File: src/rtl/clk_div_prog.sv
`default_nettype none
// ============================================================================
// Module      : clk_div_prog
// Description : Programmable integer clock divider with glitch-free divisor
//               updates at period boundaries and clean start/stop enable.
//               Optional macro CLK_DIV_PROG_STATUS_EN adds period_cnt output.
// Revision    : 1.0 - initial release
// ============================================================================
module clk_div_prog #(
    parameter int CNT_W       = 8,
    parameter int DEFAULT_DIV = 2
) (
    input  logic             clk_in,
    input  logic             rst,
    input  logic             en,
    input  logic [CNT_W-1:0] div_in,
    input  logic             div_load,
    output logic             clk_out,
    output logic             tick,
    output logic [CNT_W-1:0] div_cur,
    output logic             upd_pend,
`ifdef CLK_DIV_PROG_STATUS_EN
    output logic             cfg_err,
    output logic [15:0]      period_cnt
`else
    output logic             cfg_err
`endif
);

    typedef enum logic [0:0] {
        S_IDLE = 1'b0,
        S_RUN  = 1'b1
    } state_t;

    state_t           state_q, state_d;
    logic [CNT_W-1:0] cnt_q, cnt_d;
    logic             clk_q, clk_d;
    logic             tick_q, tick_d;
    logic [CNT_W-1:0] div_cur_q, div_cur_d;
    logic [CNT_W-1:0] pend_q, pend_d;
    logic             upd_q, upd_d;
    logic             err_q, err_d;

    logic             w_legal;
    logic             w_last;
    logic [CNT_W-1:0] w_cnt_inc;
    logic [CNT_W-1:0] w_high_len;

    assign w_legal    = div_in > CNT_W'(1);
    assign w_last     = (cnt_q == (div_cur_q - CNT_W'(1)));
    assign w_cnt_inc  = cnt_q + CNT_W'(1);
    // High phase is ceil(N/2) cycles, so odd divisors favour the high phase.
    assign w_high_len = div_cur_q - (div_cur_q >> 1);

    always_comb begin
        state_d   = state_q;
        cnt_d     = cnt_q;
        clk_d     = clk_q;
        tick_d    = 1'b0;
        div_cur_d = div_cur_q;
        pend_d    = pend_q;
        upd_d     = upd_q;
        err_d     = div_load && !w_legal;
        case (state_q)
            S_IDLE: begin
                cnt_d = '0;
                clk_d = 1'b0;
                if (div_load && w_legal) begin
                    div_cur_d = div_in;
                end
                if (en) begin
                    state_d = S_RUN;
                    clk_d   = 1'b1;
                    tick_d  = 1'b1;
                end
            end
            S_RUN: begin
                if (w_last) begin
                    cnt_d = '0;
                    if (!en) begin
                        state_d = S_IDLE;
                        clk_d   = 1'b0;
                    end else begin
                        clk_d  = 1'b1;
                        tick_d = 1'b1;
                        if (upd_q) begin
                            div_cur_d = pend_q;
                            upd_d     = 1'b0;
                        end
                    end
                end else begin
                    cnt_d = w_cnt_inc;
                    clk_d = (w_cnt_inc < w_high_len);
                end
                // A load on the boundary edge re-arms pending after the swap above.
                if (div_load && w_legal) begin
                    pend_d = div_in;
                    upd_d  = 1'b1;
                end
            end
            default: begin
                state_d = S_IDLE;
                cnt_d   = '0;
                clk_d   = 1'b0;
            end
        endcase
    end

    always_ff @(posedge clk_in) begin
        if (rst) begin
            state_q   <= S_IDLE;
            cnt_q     <= '0;
            clk_q     <= 1'b0;
            tick_q    <= 1'b0;
            div_cur_q <= CNT_W'(DEFAULT_DIV);
            pend_q    <= '0;
            upd_q     <= 1'b0;
            err_q     <= 1'b0;
        end else begin
            state_q   <= state_d;
            cnt_q     <= cnt_d;
            clk_q     <= clk_d;
            tick_q    <= tick_d;
            div_cur_q <= div_cur_d;
            pend_q    <= pend_d;
            upd_q     <= upd_d;
            err_q     <= err_d;
        end
    end

`ifdef CLK_DIV_PROG_STATUS_EN
    logic [15:0] period_cnt_q;

    always_ff @(posedge clk_in) begin
        if (rst) begin
            period_cnt_q <= '0;
        end else if ((state_q == S_RUN) && w_last && (period_cnt_q != 16'hFFFF)) begin
            period_cnt_q <= period_cnt_q + 16'd1;
        end
    end

    assign period_cnt = period_cnt_q;
`endif

    assign clk_out  = clk_q;
    assign tick     = tick_q;
    assign div_cur  = div_cur_q;
    assign upd_pend = upd_q;
    assign cfg_err  = err_q;

endmodule
`default_nettype wire
File: config.mk
export PLATFORM = sky130hd
export DESIGN_NAME = clk_div_prog
export DESIGN_NICKNAME = d
export VERILOG_FILES = /design/src/rtl/clk_div_prog.sv
export SDC_FILE = /design/constraint.sdc
export NUM_CORES = 1
export LEC_CHECK = 0
export BUFFER_PORTS_ARGS = -buffer_cell sky130_fd_sc_hd__buf_4
export CAP_MARGIN = 15
export CELL_PAD_IN_SITES_DETAIL_PLACEMENT = 1
export CELL_PAD_IN_SITES_GLOBAL_PLACEMENT = 2
export CORE_MARGIN = 5
export CORE_UTILIZATION = 40
export CTS_BUF_LIST = sky130_fd_sc_hd__clkbuf_8
export DETAILED_ROUTE_END_ITERATION = 7
export MAX_ROUTING_LAYER = met4
export PLACE_DENSITY = 0.84
export SLEW_MARGIN = 20
export SYNTH_ARGS = -nofsm -noshare
export SYNTH_HDL_FRONTEND = slang
export SYNTH_SLANG_ARGS = --single-unit
File: constraint.sdc
create_clock -name clk_in -period 6.6 [get_ports clk_in]
set_input_delay 0.66 -clock clk_in [delete_from_list [all_inputs] [get_ports clk_in]]
set_output_delay 0.66 -clock clk_in [all_outputs]
set_load 0.01 [all_outputs]
==> results by group <==
Worst setup path
  • Most numerous cell on the critical path: ha_1
  • Kind of end point of the critical path: flip-flop
  • Worst path cell trace: inv_1 -> ha_1 -> o21bai_1 -> a21oi_1 -> nor2_1 -> o21ba_2 -> o41a_1 -> xnor2_1 -> ha_1 -> nand4_1 -> a211oi_1 -> a2111oi_0 -> mux2_2
  • Cell with the largest stage delay on the worst path: dfxtp_1
  • Critical-path maximum fanout: 5
  • Delay of the slowest critical-path stage: 0.45 ns
  • R2R Setup Slk: 3.50 ns
  • Required arrival time at the worst endpoint: 6.77 ns
  • Crit path kind: reg2reg
  • Kind of start point of the critical path: flip-flop
  • Crit path arrival time: 3.27 ns

Drt
  • Via-per-instance ratio: 5.039
  • Aggregate routed wire length: 4617 microns
  • Total iterations of the first detailed-routing run: 4
  • DRC Markers: 0
  • Average wire per standard cell: 14.99 microns
  • Residual antenna-violating net count after detailed routing: 0
  • Iteration-0 DRC count of the detailed router: 50
  • Total number of vias: 1552

Die
  • Die extent in y: 79.83 microns
  • Core box area: 0.004723 sq mm
  • I/O pins: 24
  • Area of the die: 0.006373 sq mm
  • Cell Rows: 25
  • Horizontal die dimension: 79.83 microns
  • Initial core utilization: 41.30%

STA
  • Share of the clock period used by the worst path: 46.97%
  • Setup WS post-layout: 3.500 ns
  • Unrepaired setup endpoints after global routing: no
  • Final setup violation count: 0
  • Worst clock skew: 0.009291 ns
  • Max frequency: 0.3226 GHz
  • Actual transition at the worst max-transition pin: 0.7640 ns
  • Final-report hold violation count: 0
  • Setup TNS Final: 0 ns
  • Tmin final: 3.100 ns
  • Max-Slew Margin vs Limit: 49.00%
  • Max Transition Viols Final: 0

Placed design
  • I/O Buffers: 23
  • Gpl congestion: 0.8265
  • Detailed-placement wirelength estimate: 3672 microns
  • Pre-CTS WS: 3.525 ns
  • Placed cell area: 0.002180 sq mm

Logic synthesis
  • Total nets after synthesis: 251
  • Mean instance size in the synthesized netlist: 9.073 sq um
  • Proportion of register bits with asynchronous set or reset after synthesis: 0%
  • Post-synthesis register bit count: 29
  • Yosys warning count: 0
  • Portion of the post-synthesis area used by sequential elements: 29.76%
  • Distinct cell type count of the synthesized netlist: 43
  • Number of flops mapped to enable cells by yosys: 0
  • Post-Synthesis Cells: 215
  • Commonest register cell after synthesis: dfxtp_1
  • Post-synthesis instance area: 0.001951 sq mm

Power and ir drop
  • Leak: 1.005 nW
  • Pwr Density: 222.5 mW/mm^2
  • Post-layout power: 0.0005116 W
  • Maximum resistive drop on vdd: 0.0001325 V

Global route
  • Pin count of the biggest net entering global routing: 23
  • Overall routing resource usage: 16.34%
  • First-pass GRT wire length: 7886 microns
  • Via count of the first global-routing pass: 1678
  • Leftover overflow at the end of global routing: 0
  • Initial antenna violation count: 0

CTS
  • TritonCTS buffer count: 5
  • Post-CTS resize count: 0
  • Clock sink total: 29
  • Register clock-pin slew on the reported worst setup and hold paths: 0.07 ns
  • Clock H-tree levels: 2
  • Hold-fix buffer count after cts: 0
  • Clock tree from TritonCTS: done
  • Latest clock arrival within the worst-skew pair: 0.28 ns
  • CTS root buffer: clkbuf_8
  • Maximum buffer depth of the clock tree: 2
  • Post-CTS setup repair buffer count: 0

Layout
  • Antenna diode count: 0
  • Highest-count cells in the layout ignoring fill and taps: dfxtp_1 (29), ha_1 (23), buf_4 (23)
  • Final standard cell area without fillers: 0.002300 sq mm
  • Proportion of layout cells with a drive suffix above 1: 17.84%
  • Filler Cells Inserted: 561
  • Number of nets in the finished design: 276
  • End-of-flow core utilization: 48.69%
  • Leading cell type in the layout, fill and taps excluded: dfxtp_1
  • Layout-stage area growth over the synthesis result: 17.90%

Flow run
  • Max-cap check violation count: 0

Hold path
  • Hold/Removal Path Class: reg2reg

Status
  • Outcome: complete, no violations
[state kept, by name, summed over array words and instances, names as in the netlist]
name / count
div_cur: 8
pend_q: 8
state_q: 1
cfg_err: 1
upd_pend: 1
cnt_q: 8
clk_out: 1
tick: 1
[critical path: cells and delay by family (launching register included)]
family	cells	cell delay (ns)
mux	1	0.26
xor+xnor	1	0.14
simple gates	2	0.18
compound gates	6	1.19
fa+ha+maj	2	0.60
flops	1	0.45
buf+inv	1	0.15
[report_power, final]
part	total (W)	internal, W	switching, W
clock network	0.000194	0.000123	0.0000714
registers	0.000193	0.000183	0.0000107
logic	0.000124	0.0000591	0.0000651
total	0.000512	0.000364	0.000147
[metrics by stage]
stage               hold WS, ns  cells
floorplan                0.4342    215
global placement         0.4438    300
detailed placement       0.4491    300
CTS                      0.4586    308
global route             0.4780    308
finish                   0.4567    308
[synth_stat cells, types with 3 or more instances]
cell type | number | area, sq um
a31o_2 | 5 | 43.79
dfxtp_1 | 29 | 580.6
nor2b_1 | 7 | 43.79
a21o_1 | 4 | 30.03
nor3_1 | 7 | 35.03
xnor2_1 | 11 | 96.34
nand2b_1 | 5 | 31.28
inv_1 | 16 | 60.06
o21ai_0 | 3 | 15.01
clkbuf_1 | 3 | 11.26
nand2_1 | 12 | 45.04
xor2_1 | 11 | 96.34
mux2i_1 | 11 | 110.1
a21oi_1 | 10 | 50.05
nand3_1 | 12 | 60.06
ha_1 | 23 | 287.8
nor2_1 | 15 | 56.30
[worst paths after layout]
check / cells past startpoint / to / startpoint
worst max-delay path: 13 / clk_out / div_cur[2]
worst min-delay path: 2 / pend_q[7] / pend_q[7]
worst max register to register: 13 / clk_out / div_cur[2]
worst min register to register: 2 / pend_q[7] / pend_q[7]
[layer usage]
metal	wire (microns)	GRT usage (%)	vias up
met3	137	3.725	6
met1	2337	21.20	728
met5	0	-	-
met4	59	5.912	0
li1	-	-	796
met2	2081	24.87	22
[layout make-up]
class	count	area, sq um	share of cell area, %
multi-input cells	164	1279	55.60
flip-flops and latches	29	580.6	25.24
repair buffers	23	172.7	7.508
well taps	67	83.83	3.645
clock buffers	6	82.58	3.591
inverters	17	63.81	2.775
clock inverters	2	37.54	1.632
[kinds of logic after synthesis]
kind of cell / count (synthesis) / synth area share (%)
muxes: 13 / 6.799
AOI/OAI and AO/OA: 37 / 15.07
buffers and inverters: 22 / 4.682
DFF: 29 / 29.76
adders and majority gates: 24 / 15.78
xor gates and xnor gates: 22 / 9.878
and+or+nand+nor: 68 / 18.03
Power figures use the tool's default switching activity.
